**src/rtl/rr_arb4.sv**
```systemverilog
// Four-lane round-robin arbiter feeding a single registered output slot.
// The slot is refilled in the same cycle it drains, so throughput is one word per cycle.
module rr_arb4 #(
  parameter int unsigned WIDTH = 4
) (
  input  logic             clk,
  input  logic             reset,
  input  logic [WIDTH-1:0] d0,
  input  logic [WIDTH-1:0] d1,
  input  logic [WIDTH-1:0] d2,
  input  logic [WIDTH-1:0] d3,
  input  logic [3:0]       v,
  output logic [3:0]       rdy,
  output logic [WIDTH-1:0] y,
  output logic             y_valid,
  input  logic             y_ready,
  output logic [1:0]       sel,
  output logic [7:0]       cnt
);

  logic [WIDTH-1:0] y_q, y_d;
  logic             y_valid_q, y_valid_d;
  logic [1:0]       sel_q, sel_d;
  logic [1:0]       ptr_q, ptr_d;
  logic [7:0]       cnt_q, cnt_d;

  logic             slot_free;
  logic             found;
  logic             grant;
  logic [1:0]       gidx;
  logic [1:0]       idx;
  logic [WIDTH-1:0] gdata;

  // Search starts one past the last grant; the first valid lane wins.
  always_comb begin
    found = 1'b0;
    gidx  = '0;
    idx   = '0;
    for (int unsigned k = 1; k <= 4; k++) begin
      idx = ptr_q + 2'(k);
      if (!found && v[idx]) begin
        found = 1'b1;
        gidx  = idx;
      end
    end
  end

  always_comb begin
    slot_free = !y_valid_q || y_ready;
    grant     = slot_free && found && !reset;
    rdy       = '0;
    if (grant) rdy[gidx] = 1'b1;
  end

  always_comb begin
    unique case (gidx)
      2'd0:    gdata = d0;
      2'd1:    gdata = d1;
      2'd2:    gdata = d2;
      default: gdata = d3;
    endcase
  end

  always_comb begin
    y_d       = y_q;
    y_valid_d = y_valid_q;
    sel_d     = sel_q;
    ptr_d     = ptr_q;
    cnt_d     = cnt_q;
    if (grant) begin
      y_d       = gdata;
      y_valid_d = 1'b1;
      sel_d     = gidx;
      ptr_d     = gidx;
      cnt_d     = (cnt_q == '1) ? cnt_q : cnt_q + 8'd1;
    end else if (y_valid_q && y_ready) begin
      y_valid_d = 1'b0;
    end
  end

  always_ff @(posedge clk or posedge reset) begin
    if (reset) begin
      y_q       <= '0;
      y_valid_q <= 1'b0;
      sel_q     <= '0;
      ptr_q     <= 2'd3;
      cnt_q     <= '0;
    end else begin
      y_q       <= y_d;
      y_valid_q <= y_valid_d;
      sel_q     <= sel_d;
      ptr_q     <= ptr_d;
      cnt_q     <= cnt_d;
    end
  end

  assign y       = y_q;
  assign y_valid = y_valid_q;
  assign sel     = sel_q;
  assign cnt     = cnt_q;

endmodule

```
**config.mk**
```make
export PLATFORM = sky130hd
export DESIGN_NAME = rr_arb4
export DESIGN_NICKNAME = d
export VERILOG_FILES = /design/src/rtl/rr_arb4.sv
export SDC_FILE = /design/constraint.sdc
export NUM_CORES = 1
export LEC_CHECK = 0
export ABC_AREA = 1
export CAP_MARGIN = 20
export CORE_UTILIZATION = 30
export DETAILED_ROUTE_END_ITERATION = 16
export PLACE_DENSITY = 0.61
export SLEW_MARGIN = 10
export SYNTH_ARGS = -nofsm -noshare
export SYNTH_HDL_FRONTEND = slang
export SYNTH_SLANG_ARGS = --single-unit
```
**constraint.sdc**
```tcl
create_clock -name clk -period 4 [get_ports clk]
set_clock_uncertainty 0.1 [all_clocks]
set_input_delay 0.4 -clock clk [delete_from_list [all_inputs] [get_ports clk]]
set_output_delay 0.4 -clock clk [all_outputs]
set_load 0.02 [all_outputs]
```
==> results of run 1 <==
==> routing by layer <==
| metal | share of wire | routed length (um) | vias to the layer above |
|---|---|---|---|
| li1 | - | - | 638 |
| met1 | 0.50 | 1450 | 522 |
| met2 | 0.43 | 1250 | 27 |
| met3 | 0.059 | 170 | 2 |
| met4 | 0.0059 | 17 | 0 |
| met5 | 0 | 0 | - |
==> sequential cells by signal, summed over array words and instances, names as in the netlist <==
signal and flops:
y 4, sel 2, ptr_q 2, cnt 8, y_valid 1
==> through the flow <==
stage	std cells	hold slack [ns]	worst slack, ns	util	power, mW
3_5_place_dp	266	0.369	0.924	0.434	1.51
3_3_place_gp	266	0.377	0.987	0.434	1.50
2_1_floorplan	175	0.257	1.61	-	1.19
4_1_cts	270	0.376	0.871	0.446	1.64
5_1_grt	270	0.400	0.699	0.446	1.79
6_report	270	0.367	0.860	0.446	1.62
==> synthesized netlist by cell type (all sizes together) <==
| cell type | n | area [um2] |
|---|---|---|
| o21ai | 13 | 65.1 |
| nand3 | 16 | 110 |
| inv | 26 | 110 |
| buf | 1 | 11.3 |
| a31oi | 1 | 12.5 |
| dfrtp | 15 | 375 |
| nand4 | 3 | 18.8 |
| xor2 | 5 | 43.8 |
| nor3 | 2 | 10.0 |
| dfstp | 2 | 52.6 |
| nor2 | 14 | 103 |
| xnor2 | 2 | 32.5 |
| nand2 | 73 | 355 |
| ha | 1 | 12.5 |
| nor4 | 1 | 6.26 |
==> path summary, 6_finish.rpt <==
check                      slack, ns      from  depth (start not counted)  endpoint
min                             0.37     reset                          3      y[0]
max                             0.86  ptr_q[0]                         11    rdy[0]
max in group asynchronous       3.17     reset                          3  ptr_q[1]
max reg2reg                     1.91  ptr_q[0]                         13      y[3]
min reg2reg                     0.38    sel[1]                          2    sel[1]
min in group clk                0.38    sel[1]                          2    sel[1]
==> cells by family (layout without fill, tap and decap cells) <==
| family | Yosys count | count (layout) |
|---|---|---|
| simple gates | 109 | 109 |
| buf+inv | 27 | 72 |
| compound gates | 14 | 14 |
| xor+xnor | 7 | 7 |
| fa+ha+maj | 1 | 1 |
| flops | 17 | 17 |
==> final cells by class <==
| class | count | area (um2) | share of cell area |
|---|---|---|---|
| clock buffer | 3 | 41.3 | 0.0225 |
| timing repair buffer | 42 | 418 | 0.228 |
| clock inverter | 1 | 5.00 | 0.00273 |
| tap | 50 | 62.6 | 0.0341 |
| inverter | 26 | 110 | 0.0600 |
| sequential | 17 | 428 | 0.233 |
| multi-input combinational | 131 | 769 | 0.420 |
==> critical path: cells and delay by family, from the launching register on <==
family,cells,cell delay (ns)
buffers and inverters,3,0.79
and+or+nand+nor,8,0.91
DFF,1,0.69
==> power breakdown <==
group	switching (mW)	internal (mW)	leakage, nW
logic	0.703	0.449	0.665
registers	0.0854	0.258	0.209
clock network	0.0570	0.0690	0.0255
==> run metrics, run 1 <==
run status=finished clean; final period demand of the worst path=3.14 ns; clock network latency to the later pin of the worst-skew pair=0.25 ns; RSZ-0062 raised after global routing=no; met1 Track Usage GR=0.199; achievable frequency=between 0.3 and 0.4 GHz; post-CTS clock slew at the launch and capture registers of the worst setup and hold paths=about 0.060 ns; largest net degree at the start of global routing=19; met2 demand-to-capacity share in global routing=0.211; Critical Path AT=2.64 ns; kind of launch point of the worst setup path=register; CTS hold repair buffers=0; horizontal extent of the die=just under 70 um; standard-cell row count=23; Detailed Route WL=~2900 um; slowest CP cell=dfstp_2; most common library cell in the layout ignoring fill and taps=nand2_1; remaining antenna violation count=0; residual overflow from global routing=0; worst min path class=primary input to asynchronous set/reset pin; initial standard-cell utilization of the core=0.320; Final period util=0.785; total power density per cell area=884 nW/um2; cell area after technology mapping=between 1000 and 1500 um2; main combinational cell family by area after synthesis=simple AND/OR/NAND/NOR gates; clock tree from TritonCTS=yes; CTS sink cnt=17; Syn Nets=199; worst supply voltage drop on vdd=around 0.42 mV; highest-count cells in the layout ignoring fill and taps=nand2_1, clkdlybuf4s50_1, inv_1, dfrtp_1, nand2_2; number of I/O port buffers=approximately 40; type of destination of the critical path=output pin; detailed placement HPWL=2330 um; Syn Inst Count=175; Area Growth Syn to Fin=39.1%; die boundary height=roughly 68 um; final-report hold violation count=0; weighted congestion reported at the end of routability-driven placement=between 0.8 and 0.9; Ant. Diodes=0; Largest stage delay, worst path=0.69 ns; area enclosed by the die boundary=approximately 4700 um2; DR iter-0 viols=60; Synthesis Warnings=0; number of global-route vias before repair=around 1,100; count of vias placed by the detailed router=roughly 1,200; antenna violations before repair=0; Vias per Instance=~4.4; number of max-capacitance violations reported=0; transition time at the pin with the least slew margin=between 0.4 and 0.5 ns; number of levels in the clock H-tree=1; final setup vio count=0; mux contribution to synthesized area=0; compound-cell area share of the yosys netlist=0.0588; layout cells sized above 1=0.209; critical path cell sequence=nand2_1 -> nand2_2 -> nand2_1 -> nand2_2 -> inv_2 -> nand3_4 -> nand2_4 -> nor2_8 -> inv_2 -> nor3_1 -> clkdlybuf4s50_1; grt peak-use layer=met2; number of search-and-repair iterations in the first detailed-routing pass=4; wire length of the first global-routing pass=about 5000 um; met3 track demand over resource=0.0400; number of nets in the final layout=around 250; area after detailed placement=roughly 1800 um2; Filler cells=between 400 and 500; clk buf depth=2; average wire per cell in the routed design=~11 um; worst max-slew margin expressed relative to the limit=0.683; clock tree root driver cell=clkbuf_8; count of instances resized after the clock tree is built=0; count of boundary I/O pins=42; summed area of non-filler cells in the final layout=~1800 um2; post-synthesis xor/xnor area fraction=0.0579; GRT Resource Usage Total=0.140; number of setup buffers added after CTS=0; drt drc=0; worst setup path category=register to output pin; Leak=0.900 nW; synthesized area per cell=7.54 um2; post-synthesis register bit count=17; core box area=4120 um2; TNS Setup=0 ns; max-slew violation count=0; Synth Area in Simple Gates=0.457; count of distinct cell types in the synthesized netlist=27; synthesized-area fraction occupied by adder cells=0.00949; worst path required time=between 3 and 4 ns; portion of the post-synthesis area used by sequential elements=0.324; worst-path fanout max=10; CTS buffer count=3
Note: power is estimated with default switching activity, not from simulation.
==> run 2: changes to the inputs <==
- PLACE_DENSITY: 0.61 -> 0.63
- clock period: 4 -> 2.65 ns (I/O delays scaled with it)
==> run 2 against run 1 <==
Sequential power is 42% higher. Via count is 4.0% higher. First-iteration DRC count is 18% lower. Count of clock-buffer cells in the layout is 1 higher. Combinational power is 66% higher. Die area stayed put.
==> run metrics, run 2 (synthesis results as in run 1) <==
Detailed Route WL=3050 um (was 2890 um); largest net degree at the start of global routing=18 (was 19); Area Growth Syn to Fin=43.9% (was 39.1%); kind of launch point of the worst setup path=register (unchanged); antenna violations before repair=0 (unchanged); number of global-route vias before repair=1,218 (was 1,076); Largest stage delay, worst path=0.53 ns (was 0.69 ns); core box area=4120 um2 (unchanged); Vias per Instance=4.40 (about the same); wire length of the first global-routing pass=5160 um (was 4910 um); number of levels in the clock H-tree=1 (unchanged); area enclosed by the die boundary=4660 um2 (unchanged); Final period util=0.936; cell with the most instances on the worst path=nand2_2; number of I/O port buffers=41 (unchanged); drt drc=0 (unchanged); Ant. Diodes=0 (unchanged); RSZ-0062 raised after global routing=no (unchanged); slowest CP cell=dfstp_2 (unchanged); worst min path class=primary input to asynchronous set/reset pin (unchanged); clk buf depth=2 (unchanged); Placed Cells incl. Taps=275 (was 266); initial standard-cell utilization of the core=0.320 (unchanged); worst path required time=2.29 ns (was 3.50 ns); total met2 wirelength after detailed routing=1300 um (was 1250 um); remaining antenna violation count=0 (unchanged); routed wl met3=175 um (was 170 um); post-CTS clock slew at the launch and capture registers of the worst setup and hold paths=0.07 ns (was 0.06 ns); weighted congestion reported at the end of routability-driven placement=0.801 (was 0.821); transition time at the pin with the least slew margin=0.404 ns (was 0.471 ns); critical path cell sequence=clkdlybuf4s18_2 -> nand2_1 -> nand2_2 -> nand2_1 -> nand2_2 -> nand2_2 -> nand3_1 -> nand2_4 -> nor2_8 -> nand2_4 -> nor2_1 -> clkbuf_2 (was nand2_1 -> nand2_2 -> nand2_1 -> nand2_2 -> inv_2 -> nand3_4 -> nand2_4 -> nor2_8 -> inv_2 -> nor3_1 -> clkdlybuf4s50_1); worst-path fanout max=5 (was 10); achievable frequency=approximately 0.40 GHz; residual overflow from global routing=0 (unchanged); CTS buffer count=3 (unchanged); number of flip-flops in the largest register=8 (unchanged); final setup vio count=0 (unchanged); horizontal extent of the die=68.3 um (unchanged); clock network latency to the later pin of the worst-skew pair=0.25 ns (about the same); cell type group with the largest total delay on the critical path=simple AND/OR/NAND/NOR gates (unchanged); total power after layout=2.59 mW (was 1.62 mW); highest-count cells in the layout ignoring fill and taps=nand2_1, clkdlybuf4s50_1, inv_1, dfrtp_1, nand2_2 (unchanged); final period demand of the worst path=2.48 ns; Leak=0.953 nW (was 0.900 nW); count of vias placed by the detailed router=1,237 (was 1,189); worst max-slew margin expressed relative to the limit=0.728 (was 0.683); cell depth of the worst setup path=12 (was 11); count of boundary I/O pins=42 (unchanged); DR iter-0 viols=49 (was 60); Core Util, Final=0.461 (was 0.446); clock tree root driver cell=clkbuf_8 (unchanged); Critical Path AT=2.12 ns (was 2.64 ns); run status=finished clean (unchanged); final-report hold violation count=0 (unchanged); top layer reached by signal wires=met4 (unchanged); TNS Setup=0 ns (unchanged); standard-cell row count=23 (unchanged); WL met1=1530 um (was 1450 um); type of destination of the critical path=output pin (unchanged); number of search-and-repair iterations in the first detailed-routing pass=4 (unchanged); average wire per cell in the routed design=10.9 um (was 10.7 um); detailed placement HPWL=2340 um (was 2330 um); layout cells sized above 1=0.260 (was 0.209); number of max-capacitance violations reported=0 (unchanged); Crit path buffers/inverters=2 (was 3); clock tree from TritonCTS=yes (unchanged); max-slew violation count=0 (unchanged); number of nets in the final layout=256 (was 245); worst r2r path cells=14 (was 13); final std cells w/o fill=281 (was 270); worst supply voltage drop on vdd=0.736 mV (was 0.423 mV); area after detailed placement=1860 um2 (was 1790 um2); worst setup path category=register to output pin (unchanged); most common library cell in the layout ignoring fill and taps=nand2_1 (unchanged); total power density per cell area=1370 nW/um2 (was 884 nW/um2); GRT Resource Usage Total=0.147 (was 0.140); CTS sink cnt=17 (unchanged); summed area of non-filler cells in the final layout=1900 um2 (was 1830 um2); die boundary height=68.3 um (unchanged)
[run 2: per-stage QoR]
stage | setup slack [ns] | hold WS, ns
after floorplan | 0.399 | 0.122
after CTS | 0.00814 | 0.310
after global routing | 0.0467 | 0.366
after detailed placement | -0.0242 | 0.363
after global placement | -0.0553 | 0.357
final | 0.169 | 0.304
[run 2: path summary, 6_finish.rpt]
| check | slack (ns) | startpoint | to |
|---|---|---|---|
| worst max register to register | 0.45 | ptr_q[0] | cnt[6] |
| worst min-delay path | 0.30 | reset | y_valid |
| max in group asynchronous | 1.89 | reset | ptr_q[1] |
| worst max-delay path | 0.17 | ptr_q[0] | rdy[3] |
| min in group clk | 0.39 | y[0] | y[0] |
| worst min register to register | 0.39 | y[0] | y[0] |
[run 2: cell type report]
class / count / area, um2
clock buffer: 4 / 45.0
fill: 407 / 2220
inverter: 26 / 110
multi-input combinational: 131 / 769
sequential: 17 / 428
tap: 50 / 62.6
timing repair buffer: 53 / 483
[run 2: layer usage]
layer	global-route usage	vias up
met4	0.0625	0
met2	0.244	36
met5	0	-
li1	-	661
met1	0.191	535
met3	0.0150	5
[run 2: report_power, final]
group          internal (mW)  leakage [nW]  switching [mW]  total [mW]
registers              0.388         0.209           0.100       0.488
logic                  0.791         0.722            1.12        1.91
clock network          0.107        0.0228          0.0835       0.190
[run 2: what timing repair did]
item                                    in CTS  in global routing
hold buffers                                 0                  0
gates resized for setup                      5                  8
endpoints found under the hold margin        0                  0
setup buffers                                2                  0
endpoints found under the setup margin       4                  4
[run 2: worst min-delay path, delay by kind of cell]
kind / cells / cell delay, ns
buffers and inverters: 3 / 0.76
